$ cat src/rtl/mult_pkg.sv
`default_nettype none
// ============================================================================
// Module      : mult_pkg
// Description : Shared definitions for the shift-add multiplier: default
//               operand width, iteration counter width and the controller
//               state encoding. Also imported by the Product and ALU blocks.
// Revision    : 1.0 - initial release
// ============================================================================
package mult_pkg;

    // Default operand width; also the number of add/shift iterations.
    localparam int c_MULT_WIDTH = 32;
    // Iteration counter width; 2**c_MULT_CNT_W must exceed c_MULT_WIDTH.
    localparam int c_MULT_CNT_W = 6;

    // Controller state encoding.
    localparam logic [1:0] IDLE = 2'd0;
    localparam logic [1:0] LOAD = 2'd1;
    localparam logic [1:0] CALC = 2'd2;
    localparam logic [1:0] DONE = 2'd3;

    typedef enum logic [1:0] {
        ST_IDLE = IDLE,
        ST_LOAD = LOAD,
        ST_CALC = CALC,
        ST_DONE = DONE
    } state_t;

endpackage : mult_pkg
`default_nettype wire

$ cat src/rtl/multiplier_control.sv
`default_nettype none
// ============================================================================
// Module      : multiplier_control
// Description : Sequencing controller for the unsigned shift-add multiplier.
//               Loads the operands on a start request, then steps the Product
//               register through WIDTH add/shift iterations, choosing add or
//               shift-only from the Product LSB, and flags completion.
//
// Ports       : clk            - clock; controller updates on posedge, the
//                                Product register on negedge
//               rst            - asynchronous active-high reset
//               start          - multiply request (honoured in IDLE/DONE)
//               lsb            - Product bit 0
//               ld_mcand       - multiplicand register capture pulse
//               alu_zero       - forces ALU result to zero (Product init)
//               w_ctrl_Product - Product load strobe
//               adding_ctrl    - 1 = add then shift, 0 = shift only
//               busy           - high in LOAD and CALC
//               rdy            - result valid, high only in DONE
//               iter_cnt       - remaining iterations
//
// Revision    : 1.0 - initial release
// ============================================================================
module multiplier_control
    import mult_pkg::*;
#(
    parameter int WIDTH = c_MULT_WIDTH,
    parameter int CNT_W = c_MULT_CNT_W
) (
    input  logic             clk,
    input  logic             rst,
    input  logic             start,
    input  logic             lsb,
    output logic             ld_mcand,
    output logic             alu_zero,
    output logic             w_ctrl_Product,
    output logic             adding_ctrl,
    output logic             busy,
    output logic             rdy,
    output logic [CNT_W-1:0] iter_cnt
);

    localparam logic [CNT_W-1:0] c_CNT_LOAD = CNT_W'(WIDTH);
    localparam logic [CNT_W-1:0] c_CNT_ONE  = CNT_W'(1);

    state_t           r_state;
    state_t           w_state_nxt;
    logic [CNT_W-1:0] r_iter_cnt;
    logic [CNT_W-1:0] w_iter_cnt_nxt;
    logic             w_dec_en;

    // ------------------------------------------------------------------------
    // State and counter registers
    // ------------------------------------------------------------------------
    always_ff @(posedge clk or posedge rst) begin
        if (rst) begin
            r_state    <= ST_IDLE;
            r_iter_cnt <= '0;
        end else begin
            r_state    <= w_state_nxt;
            r_iter_cnt <= w_iter_cnt_nxt;
        end
    end

    // The counter only ever moves down while calculating, and never below
    // zero, so it cannot wrap even if the state register is disturbed.
    assign w_dec_en = (r_state == ST_CALC) && (r_iter_cnt != '0);

    // ------------------------------------------------------------------------
    // Next-state, counter and output decode
    // ------------------------------------------------------------------------
    always_comb begin
        w_state_nxt    = r_state;
        w_iter_cnt_nxt = r_iter_cnt;
        ld_mcand       = 1'b0;
        alu_zero       = 1'b0;
        w_ctrl_Product = 1'b0;
        adding_ctrl    = 1'b0;
        busy           = 1'b0;
        rdy            = 1'b0;

        case (r_state)
            ST_IDLE: begin
                if (start) begin
                    w_state_nxt = ST_LOAD;
                end
            end

            ST_LOAD: begin
                // Capture multiplicand and load Product = {0, multiplier}.
                ld_mcand       = 1'b1;
                alu_zero       = 1'b1;
                w_ctrl_Product = 1'b1;
                busy           = 1'b1;
                w_iter_cnt_nxt = c_CNT_LOAD;
                w_state_nxt    = ST_CALC;
            end

            ST_CALC: begin
                busy = 1'b1;
                // Mealy output: lsb settles at the negedge preceding this
                // cycle and the Product consumes it at the next negedge.
                adding_ctrl = lsb;
                if (w_dec_en) begin
                    w_iter_cnt_nxt = r_iter_cnt - c_CNT_ONE;
                end
                // A zero count here is illegal; leaving on it as well keeps
                // the controller from hanging if it ever happens.
                if (r_iter_cnt <= c_CNT_ONE) begin
                    w_state_nxt = ST_DONE;
                end
            end

            ST_DONE: begin
                rdy = 1'b1;
                if (start) begin
                    w_state_nxt = ST_LOAD;
                end
            end

            default: begin
                w_state_nxt    = ST_IDLE;
                w_iter_cnt_nxt = '0;
            end
        endcase
    end

    assign iter_cnt = r_iter_cnt;

`ifndef SYNTHESIS
    // The counter must still hold iterations whenever CALC is active.
    a_cnt_nonzero_in_calc : assert property (
        @(posedge clk) disable iff (rst)
        (r_state == ST_CALC) |-> (r_iter_cnt != '0)
    );

    // The counter must be able to hold WIDTH.
    a_cnt_w_fits : assert property (
        @(posedge clk) disable iff (rst)
        ((2 ** CNT_W) > WIDTH)
    );
`endif

endmodule : multiplier_control
`default_nettype wire

$ cat config.mk
export PLATFORM = sky130hd
export DESIGN_NAME = multiplier_control
export DESIGN_NICKNAME = d
export VERILOG_FILES = /design/src/rtl/mult_pkg.sv /design/src/rtl/multiplier_control.sv
export SDC_FILE = /design/constraint.sdc
export NUM_CORES = 1
export LEC_CHECK = 0
export CAP_MARGIN = 20
export CORE_AREA = 2 2 39 41
export CTS_BUF_LIST = sky130_fd_sc_hd__clkbuf_8
export DETAILED_ROUTE_END_ITERATION = 10
export DIE_AREA = 0 0 41 43
export GPL_ROUTABILITY_DRIVEN = 0
export PLACE_DENSITY = 0.87
export RECOVER_POWER = 100
export SETUP_SLACK_MARGIN = 0.2
export SLEW_MARGIN = 20
export SYNTH_ARGS = -nofsm -noshare
export SYNTH_HDL_FRONTEND = slang
export SYNTH_SLANG_ARGS = --single-unit
$ cat constraint.sdc
create_clock -name clk -period 2.6 [get_ports clk]
set_input_delay 0.65 -clock clk [delete_from_list [all_inputs] [get_ports clk]]
set_output_delay 0.65 -clock clk [all_outputs]
set_load 0.02 [all_outputs]
=== After elaboration in Yosys (flattened, before gate mapping) ===
Index checks and enable logic that the tools add are counted.

* Add/subtract/negate cells: 1
* $lt $le $gt $ge: 1
* Equal/unequal tests: 6
* Multiplexer cells: 9
* Reductions and logical operators: 8

{| class="wikitable"
|+ Operator list
! operator !! number
|-
| $pmux 6 s2 || 1
|-
| $le 6x1->1 const B || 1
|-
| $mux 6 || 1
|-
| $pmux 2 s3 || 1
|-
| $reduce_bool 6->1 || 1
|-
| $sub 6x1->6 const B || 1
|-
| $eq 2x2->1 const B || 2
|-
| $mux 1 || 4
|-
| $mux 2 || 2
|-
| $ne 2x1->1 const B || 2
|-
| $reduce_and 2->1 || 2
|-
| $reduce_or 2->1 || 2
|-
| $eq 2x1->1 const B || 1
|-
| $logic_not 2->1 || 1
|-
| $ne 2x2->1 const B || 1
|-
| $reduce_bool 2->1 || 1
|-
| $logic_and 1x1->1 || 1
|}

* Register bits: 8
* Input port bits: 4
* Output and inout port bits: 12
* Logic and storage cells: 27

=== Longest topological paths before layout ===
* Word-level depth: 4
* Gate-level depth with buffers: 6
* Gate-level depth less buffers: 5

=== Least setup slack after synthesis ===
OpenSTA, ideal clock, no wires.

* Kind: register -> output
* From: reg r_state[0]
* To: out adding_ctrl
* Arrival: 1.210 ns
* Required time: 1.950 ns
* Path slack: 0.740 ns
* Cell stages (with the launch flop): 5
* Buffers on the path: 1
* Cells stage by stage: dfrtp_1 > inv_1 > ha_1 > clkbuf_1 > and2_1

* Word-level cells in the longest chain between the ends: 2

{| class="wikitable"
|+ Ends and longest elaborated chain
! what !! RTL line !! text
|-
| start: declaration || multiplier_control.sv:46 || <nowiki>state_t r_state;</nowiki>
|-
| start signal: assignment || multiplier_control.sv:60 || <nowiki>r_state <= w_state_nxt;</nowiki>
|-
| $eq 2x2->1 || multiplier_control.sv:82 || <nowiki>case (r_state)</nowiki>
|-
| $mux 1 || multiplier_control.sv:82 ||
|-
| end: declaration || multiplier_control.sv:37 || <nowiki>output logic adding_ctrl,</nowiki>
|}

No other way between the ends.

=== Worst setup path after layout ===
* From: in lsb
* To: out adding_ctrl

* Word-level cells in the longest chain between the ends: 1

{| class="wikitable"
|+ Ends and longest elaborated chain
! what !! RTL line !! text
|-
| start: declaration || multiplier_control.sv:33 || <nowiki>input logic lsb,</nowiki>
|-
| $mux 1 || multiplier_control.sv:82 ||
|}

No other way between the ends.

==> impl_metrics.env <==
export IMPL_post_route_drc_count=0
export IMPL_cts_buffer_depth=2
export IMPL_synth_compound_area_frac=0.262
export IMPL_ys_seq_elements=8
export IMPL_drtAntennaViolNets=0
export IMPL_synth_edf_count=0
export IMPL_start_util=0.439
export IMPL_dr_total_vias=600
export IMPL_clock_skew_ps=4.16
export IMPL_placed_area_sq_um=766
export IMPL_clock_fmax_mhz=438
export IMPL_setup_viol=0
export IMPL_total_switching_power_uw=521
export IMPL_synth_cells=65
export IMPL_ys_warn_count=0
export IMPL_drv_slew=0
export IMPL_ys_top_cells_by_count="dfrtp_1, inv_1, ha_1"
export IMPL_drt_iter0_drc=18
export IMPL_drive_gt1_frac=0.0741
export IMPL_tightestPinTransition_ps=523
export IMPL_grt_antenna_before_repair=0
export IMPL_clock_sinks=8
export IMPL_rows=14
export IMPL_synthSimpleGateAreaFrac=0.188
export IMPL_crit_fanout=1
export IMPL_synth_top_family_by_area="compound AO/OA/AOI/OAI gates"
export IMPL_gr_usage_all_layers=0.216
export IMPL_hp_class="register to register"
export IMPL_via_per_inst=6.19
export IMPL_synth_async_reset_ratio=1.00
export IMPL_finalSetupTns_ps=0
export IMPL_seqPwrFrac=0.256
export IMPL_layout_nets=93
export IMPL_cts_htree_levels=1
export IMPL_drt_total_wl_um=1540
export IMPL_ys_flop_type="dfrtp_1"
export IMPL_end_kind="output port"
export IMPL_multiInputGateArea_sq_um=353
export IMPL_muxShareOfSynthArea=0.0165
export IMPL_ir_drop_v=0.000621
export IMPL_synth_xor_area_frac=0
export IMPL_cts_clk_slew_worst_paths_ps=40
export IMPL_required_ps=1950
export IMPL_p_comb_frac=0.596
export IMPL_portBuffers=15
export IMPL_pin_count=16
export IMPL_fin_crit_sh=0.878
export IMPL_avgSynthCellArea_sq_um=9.34
export IMPL_power_density_nw_per_um2=1360
export IMPL_arrival_ps=1630
export IMPL_die_y_um=43
export IMPL_regToRegStartpoint="r_state[0]"
export IMPL_period_minus_slack_ps=2280
export IMPL_cts_buffers=3
export IMPL_n_antenna_cell=0
export IMPL_min_from="iter_cnt[0]"
export IMPL_wire_per_inst_um=15.9
export IMPL_finalInstanceArea_sq_um=772
export IMPL_hold_viol=0
export IMPL_insertion_delay_ps=230
export IMPL_fillers=140
export IMPL_swShare=0.497
export IMPL_dieWidth_um=41
export IMPL_critPathLaunchType="input pin"
export IMPL_grt_pass1_wl_um=2480
export IMPL_post_synth_num_cell_types=34
export IMPL_grt_overflow=0
export IMPL_max_cap_viol_count=0
export IMPL_cts_tree="done"
export IMPL_regArea_sq_um=200
export IMPL_core_area_sq_um=1380
export IMPL_place_hpwl_um=1110
export IMPL_critPathKind="input pin to output port"
export IMPL_synth_fa_ha_area_frac=0.124
export IMPL_clkPwrFrac=0.148
export IMPL_critPathLaunch="lsb"
export IMPL_grt_pass1_vias=553
export IMPL_leakage_uw=0.000344
export IMPL_synth_top_area_frac=0.330
export IMPL_rsz0062_at_grt="no"
export IMPL_slew_headroom=0.651
export IMPL_syn_nets=75
export IMPL_p_int_uw=528
export IMPL_die_area_sq_um=1760
export IMPL_root_buffer="clkbuf_8"
export IMPL_synthTopCellsByArea="dfrtp_1, ha_1, inv_1"
export IMPL_synth_area_sq_um=607
export IMPL_grt_max_degree=15
export IMPL_synth_seq_area_share=0.330
export IMPL_dr_pass1_iters=4
export IMPL_syn2layout_area_growth_pct=27.2
export IMPL_status="completed"
export IMPL_synth_top_cell_by_area="dfrtp_1"
## worst max-delay path, stage by stage
cell,delay [ps]
dlygate4sd3_1,520
and2_1,150
dlygate4sd2_1,310
## cells in the final DEF, fill, tap and decap left out
master,n
nor4b_1,1
or4_1,1
o311ai_0,1
o31a_1,1
o41ai_1,1
ha_1,6
clkbuf_8,3
o2111ai_1,2
nor3b_1,1
o31ai_2,1
a31o_1,1
and2b_2,1
nand2b_1,1
a21o_1,1
nand4_1,1
dlygate4sd2_1,1
nor2_1,4
dlygate4sd3_1,9
a32oi_1,1
a21boi_0,1
nor3_1,2
clkdlybuf4s50_1,1
or2_1,1
a31oi_1,1
a221o_1,1
clkbuf_1,5
or2b_1,1
a21oi_1,2
o211ai_1,1
dfrtp_1,8
and2_1,1
or3b_1,1
o221a_2,1
nand3_1,2
o21ai_0,5
mux2i_1,1
inv_1,8
## routing by layer
| metal | share of wire | track usage | vias up |
|---|---|---|---|
| li1 | - | - | 277 |
| met1 | 0.38 | 0.264 | 274 |
| met2 | 0.48 | 0.300 | 39 |
| met3 | 0.092 | 0.0628 | 10 |
| met4 | 0.045 | 0.167 | 0 |
| met5 | 0 | 0 | - |
## sequential cells by signal, indices dropped and copies added, names as in the netlist
signal    cells
iter_cnt      6
r_state       2
## cell families (layout without fill, tap and decap cells)
| kind of cell | count (synthesis) | count (layout) |
|---|---|---|
| mux | 1 | 1 |
| simple gates | 18 | 18 |
| fa+ha+maj | 6 | 6 |
| flops | 8 | 8 |
| buf+inv | 11 | 27 |
| compound gates | 21 | 21 |
## cell type report
cell class,instances,area share
multi-input cells,46,0.457
well taps,16,0.0259
flip-flops and latches,8,0.259
repair buffers,16,0.165
clock buffers,3,0.0535
inverters,8,0.0389
## per-stage QoR
step	util	power, uW	setup WS [ps]	std cells	hold slack [ps]
CTS	0.582	1120	204	97	630
floorplan	-	720	740	65	466
global placement	0.553	938	148	94	604
detailed placement	0.553	969	133	94	619
finish	0.558	1050	317	97	623
global route	0.558	1140	274	97	660
## power groups by stage
stage / clock, uW / sequential [uW] / combinational [uW]
after floorplan: 0 / 288 / 433
after global placement: 0 / 264 / 674
after detailed placement: 0 / 272 / 696
final: 155 / 268 / 626
after global routing: 161 / 282 / 694
after CTS: 157 / 271 / 696
## timing repair
action                     in CTS  in global routing
setup endpoints to repair       1                  4
gates resized for setup         1                  4
hold buffers                    0                  0
setup buffers                   0                  0
## final timing paths
path                            slack, ps  depth (start not counted)     endpoint
worst max-delay path                  320                          3  adding_ctrl
worst max register to register        580                          6  iter_cnt[5]
worst min-delay path                  620                          1  iter_cnt[0]
max in group asynchronous            1540                          2   r_state[0]
worst min register to register        620                          1  iter_cnt[0]
min in group asynchronous             810                          2  iter_cnt[0]
Note: power is estimated with default switching activity, not from simulation.
